**src/rtl/tile_scheduler_if.sv**
```systemverilog
// Host command, tile-processor and status signals of tile_scheduler, bundled with
// slave (scheduler side) and master (host/environment side) modports.
interface tile_scheduler_if;
  logic        cmd_valid;
  logic        cmd_ready;
  logic [2:0]  cmd_op;
  logic [2:0]  cmd_i0;
  logic [2:0]  cmd_j0;
  logic [2:0]  cmd_i1;
  logic [2:0]  cmd_j1;
  logic        abort;
  logic        tp_start;
  logic [2:0]  tp_op_code;
  logic [2:0]  tp_tile_i;
  logic [2:0]  tp_tile_j;
  logic        tp_done;
  logic        busy;
  logic        job_done;
  logic [1:0]  job_err;
  logic [6:0]  tiles_done;
  logic [31:0] perf_busy_cycles;

  modport slave (
    input  cmd_valid, cmd_op, cmd_i0, cmd_j0, cmd_i1, cmd_j1, abort, tp_done,
    output cmd_ready, tp_start, tp_op_code, tp_tile_i, tp_tile_j,
           busy, job_done, job_err, tiles_done, perf_busy_cycles
  );

  modport master (
    output cmd_valid, cmd_op, cmd_i0, cmd_j0, cmd_i1, cmd_j1, abort, tp_done,
    input  cmd_ready, tp_start, tp_op_code, tp_tile_i, tp_tile_j,
           busy, job_done, job_err, tiles_done, perf_busy_cycles
  );
endinterface

```
**src/rtl/tile_scheduler.sv**
```systemverilog
// Queues tile-range commands and walks each range row-major, one tile-processor start per tile.
// Latency: push to tp_start 3 edges; tp_done rising edge to next tp_start 2 edges.
// Backpressure: cmd_ready low while the command FIFO is full; TILE_SCHED_PERF_EN adds a busy-cycle counter.
module tile_scheduler #(
  parameter int CMD_DEPTH   = 4,
  parameter int TIMEOUT_CYC = 4096,
  parameter int CNT_W       = 13
) (
  input  logic            clk,
  input  logic            rst_n,
  tile_scheduler_if.slave bus
);
  localparam int PTR_W  = (CMD_DEPTH > 1) ? $clog2(CMD_DEPTH) : 1;
  localparam int FCNT_W = PTR_W + 1;

  localparam logic [2:0] S_IDLE   = 3'd0;
  localparam logic [2:0] S_CHECK  = 3'd1;
  localparam logic [2:0] S_ISSUE  = 3'd2;
  localparam logic [2:0] S_WAIT   = 3'd3;
  localparam logic [2:0] S_NEXT   = 3'd4;
  localparam logic [2:0] S_REPORT = 3'd5;

  typedef struct packed {
    logic [2:0] op;
    logic [2:0] i0;
    logic [2:0] j0;
    logic [2:0] i1;
    logic [2:0] j1;
  } cmd_t;

  cmd_t              r_mem [CMD_DEPTH];
  cmd_t              r_job;
  cmd_t              w_cmd_in;
  logic [PTR_W-1:0]  r_wr_ptr;
  logic [PTR_W-1:0]  r_rd_ptr;
  logic [FCNT_W-1:0] r_count;
  logic [FCNT_W-1:0] w_count_nxt;
  logic              r_cmd_ready;
  logic              w_push;
  logic              w_pop;

  logic [2:0]        r_state;
  logic [2:0]        w_state_nxt;
  logic              r_done_d;
  logic              w_done_edge;
  logic              w_bad_cmd;
  logic              w_last_tile;
  logic              w_timeout;
  logic [CNT_W-1:0]  r_tmo_cnt;
  logic              r_tp_start;
  logic [2:0]        r_tp_op_code;
  logic [2:0]        r_tp_tile_i;
  logic [2:0]        r_tp_tile_j;
  logic              r_busy;
  logic              r_job_done;
  logic [1:0]        r_job_err;
  logic [6:0]        r_tiles_done;

  assign w_cmd_in    = {bus.cmd_op, bus.cmd_i0, bus.cmd_j0, bus.cmd_i1, bus.cmd_j1};
  // A full FIFO refuses pushes even when a pop happens in the same cycle.
  assign w_push      = bus.cmd_valid && r_cmd_ready && !bus.abort;
  assign w_pop       = (r_state == S_IDLE) && (r_count != '0) && !bus.abort;
  assign w_done_edge = bus.tp_done && !r_done_d;
  assign w_bad_cmd   = (r_job.op > 3'd4) || (r_job.i1 < r_job.i0) || (r_job.j1 < r_job.j0);
  assign w_last_tile = (r_tp_tile_i == r_job.i1) && (r_tp_tile_j == r_job.j1);
  assign w_timeout   = (r_tmo_cnt == CNT_W'(TIMEOUT_CYC - 1));

  always_comb begin
    w_count_nxt = r_count;
    if (bus.abort) begin
      w_count_nxt = '0;
    end else begin
      w_count_nxt = r_count + FCNT_W'(w_push) - FCNT_W'(w_pop);
    end
  end

  always_comb begin
    w_state_nxt = r_state;
    case (r_state)
      S_IDLE:   if (r_count != '0) w_state_nxt = S_CHECK;
      S_CHECK:  w_state_nxt = w_bad_cmd ? S_REPORT : S_ISSUE;
      S_ISSUE:  w_state_nxt = S_WAIT;
      S_WAIT: begin
        if (w_done_edge)    w_state_nxt = S_NEXT;
        else if (w_timeout) w_state_nxt = S_REPORT;
      end
      S_NEXT:   w_state_nxt = w_last_tile ? S_REPORT : S_ISSUE;
      S_REPORT: w_state_nxt = S_IDLE;
      default:  w_state_nxt = S_IDLE;
    endcase
    if (bus.abort) w_state_nxt = S_IDLE;
  end

  always_ff @(posedge clk) begin
    if (w_push) r_mem[r_wr_ptr] <= w_cmd_in;
  end

  always_ff @(posedge clk) begin
    if (!rst_n) begin
      r_wr_ptr     <= '0;
      r_rd_ptr     <= '0;
      r_count      <= '0;
      r_cmd_ready  <= 1'b1;
      r_state      <= S_IDLE;
      r_done_d     <= 1'b0;
      r_job        <= '0;
      r_tmo_cnt    <= '0;
      r_tp_start   <= 1'b0;
      r_tp_op_code <= 3'd0;
      r_tp_tile_i  <= 3'd0;
      r_tp_tile_j  <= 3'd0;
      r_busy       <= 1'b0;
      r_job_done   <= 1'b0;
      r_job_err    <= 2'd0;
      r_tiles_done <= 7'd0;
    end else begin
      r_state     <= w_state_nxt;
      r_done_d    <= bus.tp_done;
      r_count     <= w_count_nxt;
      r_cmd_ready <= (w_count_nxt != FCNT_W'(CMD_DEPTH));
      r_busy      <= (w_state_nxt != S_IDLE) || (w_count_nxt != '0);
      // Outputs are registered from the next state so they line up with the state they describe.
      r_tp_start  <= (w_state_nxt == S_ISSUE);
      r_job_done  <= (w_state_nxt == S_REPORT);
      if (bus.abort) begin
        r_wr_ptr <= '0;
        r_rd_ptr <= '0;
      end else begin
        if (w_push) r_wr_ptr <= r_wr_ptr + 1'b1;
        if (w_pop)  r_rd_ptr <= r_rd_ptr + 1'b1;
        case (r_state)
          S_IDLE: begin
            if (w_pop) begin
              r_job        <= r_mem[r_rd_ptr];
              r_tiles_done <= 7'd0;
            end
          end
          S_CHECK: begin
            if (w_bad_cmd) begin
              r_job_err <= 2'd1;
            end else begin
              r_tp_op_code <= r_job.op;
              r_tp_tile_i  <= r_job.i0;
              r_tp_tile_j  <= r_job.j0;
            end
          end
          S_ISSUE: r_tmo_cnt <= '0;
          S_WAIT: begin
            if (!w_done_edge) begin
              if (w_timeout) r_job_err <= 2'd2;
              else           r_tmo_cnt <= r_tmo_cnt + 1'b1;
            end
          end
          S_NEXT: begin
            r_tiles_done <= r_tiles_done + 7'd1;
            if (w_last_tile) begin
              r_job_err <= 2'd0;
            end else if (r_tp_tile_j == r_job.j1) begin
              r_tp_tile_i <= r_tp_tile_i + 3'd1;
              r_tp_tile_j <= r_job.j0;
            end else begin
              r_tp_tile_j <= r_tp_tile_j + 3'd1;
            end
          end
          default: ;
        endcase
      end
    end
  end

`ifdef TILE_SCHED_PERF_EN
  logic [31:0] r_perf_busy;

  always_ff @(posedge clk) begin
    if (!rst_n) begin
      r_perf_busy <= '0;
    end else if (r_busy && (r_perf_busy != '1)) begin
      r_perf_busy <= r_perf_busy + 32'd1;
    end
  end

  assign bus.perf_busy_cycles = r_perf_busy;
`else
  assign bus.perf_busy_cycles = '0;
`endif

  assign bus.cmd_ready  = r_cmd_ready;
  assign bus.tp_start   = r_tp_start;
  assign bus.tp_op_code = r_tp_op_code;
  assign bus.tp_tile_i  = r_tp_tile_i;
  assign bus.tp_tile_j  = r_tp_tile_j;
  assign bus.busy       = r_busy;
  assign bus.job_done   = r_job_done;
  assign bus.job_err    = r_job_err;
  assign bus.tiles_done = r_tiles_done;
endmodule

```
**src/flat_wrapper.sv**
```systemverilog
// flat-port wrapper written by rule: the top's interface ports become plain ports
module tile_scheduler_flat 
#(
  parameter int CMD_DEPTH   = 4,
  parameter int TIMEOUT_CYC = 4096,
  parameter int CNT_W       = 13
)
  (clk, rst_n, bus_cmd_valid, bus_cmd_op, bus_cmd_i0, bus_cmd_j0, bus_cmd_i1, bus_cmd_j1, bus_abort, bus_tp_done, bus_cmd_ready, bus_tp_start, bus_tp_op_code, bus_tp_tile_i, bus_tp_tile_j, bus_busy, bus_job_done, bus_job_err, bus_tiles_done, bus_perf_busy_cycles);
  tile_scheduler_if bus_i ();
  input  logic clk;
  input  logic rst_n;
  input wire logic [$bits(bus_i.cmd_valid)-1:0] bus_cmd_valid;
  input wire logic [$bits(bus_i.cmd_op)-1:0] bus_cmd_op;
  input wire logic [$bits(bus_i.cmd_i0)-1:0] bus_cmd_i0;
  input wire logic [$bits(bus_i.cmd_j0)-1:0] bus_cmd_j0;
  input wire logic [$bits(bus_i.cmd_i1)-1:0] bus_cmd_i1;
  input wire logic [$bits(bus_i.cmd_j1)-1:0] bus_cmd_j1;
  input wire logic [$bits(bus_i.abort)-1:0] bus_abort;
  input wire logic [$bits(bus_i.tp_done)-1:0] bus_tp_done;
  output wire logic [$bits(bus_i.cmd_ready)-1:0] bus_cmd_ready;
  output wire logic [$bits(bus_i.tp_start)-1:0] bus_tp_start;
  output wire logic [$bits(bus_i.tp_op_code)-1:0] bus_tp_op_code;
  output wire logic [$bits(bus_i.tp_tile_i)-1:0] bus_tp_tile_i;
  output wire logic [$bits(bus_i.tp_tile_j)-1:0] bus_tp_tile_j;
  output wire logic [$bits(bus_i.busy)-1:0] bus_busy;
  output wire logic [$bits(bus_i.job_done)-1:0] bus_job_done;
  output wire logic [$bits(bus_i.job_err)-1:0] bus_job_err;
  output wire logic [$bits(bus_i.tiles_done)-1:0] bus_tiles_done;
  output wire logic [$bits(bus_i.perf_busy_cycles)-1:0] bus_perf_busy_cycles;
  assign bus_i.cmd_valid = bus_cmd_valid;
  assign bus_i.cmd_op = bus_cmd_op;
  assign bus_i.cmd_i0 = bus_cmd_i0;
  assign bus_i.cmd_j0 = bus_cmd_j0;
  assign bus_i.cmd_i1 = bus_cmd_i1;
  assign bus_i.cmd_j1 = bus_cmd_j1;
  assign bus_i.abort = bus_abort;
  assign bus_i.tp_done = bus_tp_done;
  assign bus_cmd_ready = bus_i.cmd_ready;
  assign bus_tp_start = bus_i.tp_start;
  assign bus_tp_op_code = bus_i.tp_op_code;
  assign bus_tp_tile_i = bus_i.tp_tile_i;
  assign bus_tp_tile_j = bus_i.tp_tile_j;
  assign bus_busy = bus_i.busy;
  assign bus_job_done = bus_i.job_done;
  assign bus_job_err = bus_i.job_err;
  assign bus_tiles_done = bus_i.tiles_done;
  assign bus_perf_busy_cycles = bus_i.perf_busy_cycles;
  tile_scheduler #(.CMD_DEPTH(CMD_DEPTH), .TIMEOUT_CYC(TIMEOUT_CYC), .CNT_W(CNT_W)) u_core (.clk(clk), .rst_n(rst_n), .bus(bus_i));
endmodule
```
**config.mk**
```make
export PLATFORM = sky130hd
export DESIGN_NAME = tile_scheduler_flat
export DESIGN_NICKNAME = d
export VERILOG_FILES = /design/src/rtl/tile_scheduler_if.sv /design/src/rtl/tile_scheduler.sv /design/src/flat_wrapper.sv
export SDC_FILE = /design/constraint.sdc
export NUM_CORES = 1
export LEC_CHECK = 0
export ABC_AREA = 1
export CAP_MARGIN = 30
export CORE_ASPECT_RATIO = 1.1
export CORE_MARGIN = 2
export CORE_UTILIZATION = 53
export CTS_CLUSTER_SIZE = 28
export DETAILED_ROUTE_END_ITERATION = 8
export GPL_ROUTABILITY_DRIVEN = 1
export HOLD_SLACK_MARGIN = 0.1
export PLACE_DENSITY = 0.83
export SYNTH_ARGS = -nofsm -noshare
export SYNTH_HDL_FRONTEND = slang
export SYNTH_SLANG_ARGS = --single-unit
export TNS_END_PERCENT = 5
```
**constraint.sdc**
```tcl
create_clock -name clk -period 3.8 [get_ports clk]
set_input_delay 0.76 -clock clk [delete_from_list [all_inputs] [get_ports clk]]
set_output_delay 0.76 -clock clk [all_outputs]
set_load 0.05 [all_outputs]
```
* Yosys cells after proc, flatten, opt, wreduce, memory -nomap -nowiden *
Memory sizes are Yosys's and may differ from the RTL's. A register that Yosys moved wholly into a read port is not among the register bits.
Index checks and enable logic that the tools add are counted.
Widths: inputs -> output; s select.

word-level totals
  flip-flop bits (word level) = 46
  RAM bits = 60
  input bits = 20
  output and inout port bits = 54
  word-level logic and storage cells = 105
  memories kept = 1

cells by class
  $add $sub $neg = 8
  magnitude comparators = 3
  eq/ne operators = 19
  mux-type cells = 28
  bitwise operators = 3
  reductions and logical operators = 28

memory list
  name          depth  bits a word  read ports  clocked after memory_dff  wr ports  RTL line              source
  u_core.r_mem  4      15           1           1                         1         tile_scheduler.sv:31  cmd_t r_mem [CMD_DEPTH];

operators with widths
  kind                   number
  $mux 3                 13
  $mux 13                2
  $pmux 13 s2            1
  $pmux 3 s5             1
  $pmux 7 s2             1
  $add 13x1->13 const B  1
  $eq 13x12->1 const B   1
  $pmux 3 s2             2
  $reduce_bool 3->1      4
  $ne 2x1->1 const B     5
  $eq 3x2->1 const B     3
  $reduce_and 3->1       3
  $mux 2                 4
  $ne 2x2->1 const B     4
  $reduce_and 4->1       2
  $add 7x1->7 const B    1
  $mux 7                 1
  $add 3x1->3 const B    2
  $eq 3x3->1             2
  $eq 3x3->1 const B     2
  $logic_and 1x1->1      6
  $lt 3x3->1             2
  $pmux 2 s3             1
  $reduce_and 6->1       1
  14 further kinds       24

* Logic depth before layout (Yosys ltp) *
  depth in word-level cells = 8
  gate-level depth with buffers = 17
  depth with buffers taken out = 16

* Least setup slack after synthesis *
No wires, ideal clock.

  path type = in2reg
  from = input port bus_abort
  to = register u_core.r_busy (netlist: u_core.bus.busy)
  library setup time = 131 ps
  data arrival time = 2837 ps
  data required time = 3669 ps
  slack = 832 ps
  stages = 15
  buffers on the path = 2
  cells stage by stage = buf_2 -> inv_1 -> nand2_1 -> inv_1 -> clkbuf_1 -> ha_1 -> inv_1 -> ha_1 -> inv_1 -> fa_1 -> a21oi_1 -> nor2_1 -> nand2_1 -> nor2_1 -> nor2_1

between the ends
  elaborated cells on any way between the ends = 10
  classes of those cells = 2 x add/sub; 2 x mux; 6 x reduce/logical

RTL lines
  item                    RTL line               source
  start, declared         flat_wrapper.sv:18     input wire logic [$bits(bus_i.abort)-1:0] bus_abort;
  $logic_not 1->1         tile_scheduler.sv:62   assign w_pop = (r_state == S_IDLE) && (r_count != '0) && !bus.abort;
  $logic_and 1x1->1       tile_scheduler.sv:62
  named net u_core.w_pop  tile_scheduler.sv:40   logic w_pop;
  $sub 3x1->3             tile_scheduler.sv:73   w_count_nxt = r_count + FCNT_W'(w_push) - FCNT_W'(w_pop);
  $mux 3                  tile_scheduler.sv:70   if (bus.abort) begin
  $reduce_bool 3->1       tile_scheduler.sv:121  r_busy <= (w_state_nxt != S_IDLE) || (w_count_nxt != '0);
  $logic_or 1x1->1        tile_scheduler.sv:121
  end signal, assigned    tile_scheduler.sv:121
  end, declared           tile_scheduler.sv:54   logic r_busy;

The timed path passes the listed nets, and every way through them passes these cells.
A chain may end at the register's enable or synchronous reset.

* Worst setup path in the final report *
  from = input port bus_abort
  to = register u_core.r_busy (netlist: u_core.bus.busy)

between the ends
  word-level cells in the longest chain between the ends = 7
  elaborated cells on any way between the ends = 10
  classes of those cells = 2 x add/sub; 2 x mux; 6 x reduce/logical

ends and longest elaborated chain
  item                  RTL line                                    source
  $logic_not 1->1       tile_scheduler.sv:61, tile_scheduler.sv:62
  $logic_and 1x1->1     tile_scheduler.sv:61                        assign w_push = bus.cmd_valid && r_cmd_ready && !bus.abort;
  $add 3x1->3           tile_scheduler.sv:73
  $sub 3x1->3           tile_scheduler.sv:73
  $mux 3                tile_scheduler.sv:70
  $reduce_bool 3->1     tile_scheduler.sv:121
  $logic_or 1x1->1 (*)  tile_scheduler.sv:121

Every way passes the cells marked *; elsewhere a longest branch is shown, timed or not.

==> parameters.txt <==
Parameter                              Value

Timing
  Final hold vios    0
  Endpoints failing setup    0
  Count of pins over their slew limit    0
  Setup repair after global routing missed its margin    false
  Worst Tran Pin Value    0.7203 ns
  Clock Skews    0.008515 ns
  Setup slack of the critical path after layout    0.7686 ns
  Share of the cycle needed by the critical path after routing    0.7977
  Slew Limit Headroom    0.5191
  Crit path time final    3.031 ns
  Max Fclk    329.9 MHz
  Final sum of negative setup slack    0 ns

CTS
  Source-to-sink clock delay at the later pin of the worst-skew pair    0.41 ns
  Post-cts repair resize count    0
  TritonCTS Buffers    17
  CTS sink cnt    121
  Quantity of hold-fixing buffers added after cts    0
  Clock slew seen by the registers of the worst setup and hold paths    0.06 ns
  CTS root buf    sky130_fd_sc_hd__clkbuf_16
  Number of post-CTS setup repair buffers    0
  TritonCTS clock tree    yes
  Maximum number of buffers from clock root to sink    2
  Clock H-tree levels    4

Route
  First-pass DRT Iterations    5
  Starting DRT DRC Count    284
  Per-cell via count in the routed design    5.192
  Post-route ant nets    0
  Aggregate routed wire length    12.05 mm
  Vias    4372
  Post-detailed-route wirelength per cell    14.31 um
  Residual DRC count    0

Yosys
  Most numerous cell types in the synthesized netlist    sky130_fd_sc_hd__nor2_1 (121), sky130_fd_sc_hd__nand2_1 (90), sky130_fd_sc_hd__o21ai_0 (66), sky130_fd_sc_hd__dfxtp_1 (61), sky130_fd_sc_hd__edfxtp_1 (60)
  Most numerous cell in the Yosys netlist    sky130_fd_sc_hd__nor2_1
  Post-synthesis async set-or-reset flop share    0
  Largest cells by area after synthesis    sky130_fd_sc_hd__edfxtp_1 (32%), sky130_fd_sc_hd__dfxtp_1 (22%), sky130_fd_sc_hd__nor2_1 (8.0%), sky130_fd_sc_hd__nand2_1 (6.0%), sky130_fd_sc_hd__o21ai_0 (5.8%)
  Library cells used by synthesis    40
  Number of standard cells after synthesis    636
  Count of flip-flops with a built-in enable after synthesis    60
  Post-synth design cell area    0.005649 mm^2
  Syn Area/Cell    8.882 um^2
  Top cell type by total area after synthesis    sky130_fd_sc_hd__edfxtp_1
  Share of the synthesized area in the top cell type    0.3189
  Primary FF master, synth    sky130_fd_sc_hd__dfxtp_1
  Seq/Total Area, Yosys    0.5351
  Synthesis-stage register bit count    121
  Total number of yosys warnings    0

Floorplanning
  Total die area    0.01150 mm^2
  DIE WIDTH    102.4 um
  Count of boundary I/O pins    74
  FP Rows    39
  Area of the core    0.01039 mm^2
  Die span in y    112.3 um
  Initial standard-cell utilization of the core    0.5435

Critical path
  Reg2Reg Depth    15
  Endpoint class of the critical path    register
  Maximum fanout encountered on the critical timing path    10
  Kind of cell adding the most delay to the critical path    buffers and inverters
  Critical-path cell list    clkdlybuf4s50_1, buf_4, inv_1, nand2_1, inv_1, ha_1, inv_1, ha_1, inv_1, fa_1, a21oi_1, nor3_1, nor2_1, nand2_1, nor2_1, nor2_1
  Startpoint-to-endpoint class of the critical path    in -> reg
  Required time of the critical path    4.10 ns
  CP bufs+invs    6
  Most used cell along the critical path    sky130_fd_sc_hd__inv_1
  Slack of the worst reg-to-reg path    1.21 ns
  Critical path arrival    3.33 ns
  Crit-path max cell delay    0.46 ns
  Worst path slowest cell    sky130_fd_sc_hd__clkdlybuf4s50_1
  Endpoint of the lowest-slack register-to-register path    u_core.bus.busy$_SDFF_PN0_
  Startpoint of the lowest-slack register-to-register path    u_core.r_count[1]$_SDFF_PN0_
  Startpoint Class    primary input

Global routing
  GRT Residual Overflow    0
  Initial antenna violation count    0
  Maximum number of pins on one net before global-route repair    33
  Number of global-route vias before repair    4349
  First-pass GRT wire length    20.11 mm
  GRT Util Overall    0.2237

Power and ir drop
  Pwr Density    495.9 mW/mm^2
  Leakage power    2.582 nW
  IR Drop Worst-Case VDD    0.5071 mV

Hold path
  Startpoint of the tightest hold check path    u_core.r_tmo_cnt[12]$_SDFFE_PN0P_
  Worst hold path depth    2
  Worst min-delay path class    reg -> reg
  Hold EP    u_core.r_tmo_cnt[12]$_SDFFE_PN0P_

Place
  Half-perimeter wire length of the detailed placement result    7.687 mm
  Final estimated routing congestion in global placement    0.8535
  Count of input and output buffers    41
  Pre-CTS setup slack    0.4465 ns

Flow run
  Maxcap violations    0

Final layout
  Layout cell share with drive strength beyond 1    0.1044
  Ant diodes    0
  Total Nets Final    721
  Area grow syn2layout    17.63%
  Number of filler instances in the final layout    798

Status
  Status    completed
[kinds of logic after synthesis]
kind of cell,Yosys count,share of synthesized area
AND/OR/NAND/NOR,267,0.2051
flip-flops,121,0.5351
AO/OA/AOI/OAI,113,0.1103
buffers and inverters,108,0.09723
adder cells (fa/ha/maj),15,0.03455
XOR/XNOR,11,0.01705
other,1,0.0006638
[worst reg2reg max path, delay by kind of cell (launching register included)]
kind                     cells  cell delay [ns]
flip-flops                   1             0.35
adder cells (fa/ha/maj)      3             0.80
AND/OR/NAND/NOR              8             0.88
buffers and inverters        3             0.18
AO/OA/AOI/OAI                1             0.24
[where the power goes]
part / switching [mW] / internal (mW) / leakage [nW]
combinational: 0.253 / 0.101 / 1.28
clock: 0.633 / 0.869 / 0.264
sequential: 0.0286 / 1.41 / 1.04
[cells in the final DEF (no fill, tap or decap), types with 8 or more instances in the layout]
cell type and n:
sky130_fd_sc_hd__nor2_1 121, sky130_fd_sc_hd__nand2_1 90, sky130_fd_sc_hd__o21ai_0 66, sky130_fd_sc_hd__dfxtp_1 61, sky130_fd_sc_hd__edfxtp_1 60, sky130_fd_sc_hd__inv_1 51
sky130_fd_sc_hd__clkdlybuf4s50_1 41, sky130_fd_sc_hd__conb_1 32, sky130_fd_sc_hd__nand3_1 19, sky130_fd_sc_hd__a21oi_1 18, sky130_fd_sc_hd__clkbuf_16 17, sky130_fd_sc_hd__a31oi_1 15
sky130_fd_sc_hd__ha_1 14, sky130_fd_sc_hd__nor3_1 12, sky130_fd_sc_hd__buf_4 9, sky130_fd_sc_hd__a21oi_2 8
[metal layers]
metal | vias to the layer above | part of all wire | GRT usage
met2 | 141 | 0.53 | 0.3948
met5 | - | 0 | 0
met4 | 0 | 0.018 | 0.08889
met3 | 21 | 0.051 | 0.05106
li1 | 2135 | - | -
met1 | 2075 | 0.40 | 0.2587
[flip-flops by register name, indices dropped and copies added, names as in the netlist, 3 cells and up]
register	count
u_core.bus.tiles_done	7
u_core.r_tmo_cnt	13
u_core.bus.tp_tile_j	3
u_core.r_job	15
u_core.bus.tp_op_code	3
u_core.r_mem	60
u_core.bus.tp_tile_i	3
u_core.r_state	3
u_core.r_count	3
[area by class of cell]
class | count | area, um^2 | share of cell area
clock buffer | 19 | 442.9 | 0.06665
clock inverter | 13 | 108.9 | 0.01638
inverter | 58 | 220.2 | 0.03314
multi-input combinational | 438 | 2193 | 0.3301
sequential | 121 | 3023 | 0.4549
tap | 143 | 178.9 | 0.02693
timing repair buffer | 50 | 478.0 | 0.07193
[how the worst max path moves through the flow]
stage,start,endpoint,slack [ns],cells past startpoint
2_1_floorplan,bus_abort,u_core.bus.busy$_SDFF_PN0_,0.83,15
3_3_place_gp,bus_abort,u_core.bus.busy$_SDFF_PN0_,0.65,16
3_5_place_dp,bus_abort,u_core.bus.busy$_SDFF_PN0_,0.45,16
4_1_cts,bus_abort,u_core.bus.busy$_SDFF_PN0_,0.80,16
5_1_grt,bus_abort,u_core.bus.busy$_SDFF_PN0_,0.59,16
6_report,bus_abort,u_core.bus.busy$_SDFF_PN0_,0.77,16
[per-stage QoR]
| stage | hold WS (ns) | util | total power [mW] | std cells | area (um^2) |
|---|---|---|---|---|---|
| 3_5_place_dp | 0.4908 | 0.5863 | 1.812 | 810 | 6093 |
| 3_3_place_gp | 0.4799 | 0.5863 | 1.796 | 810 | 6093 |
| 5_1_grt | 0.5219 | 0.6393 | 3.414 | 842 | 6645 |
| 4_1_cts | 0.4990 | 0.6393 | 3.307 | 842 | 6645 |
| 6_report | 0.4991 | 0.6393 | 3.295 | 842 | 6645 |
| 2_1_floorplan | 0.4647 | - | 1.742 | 667 | 5766 |
(Power assumes the default switching activity.)
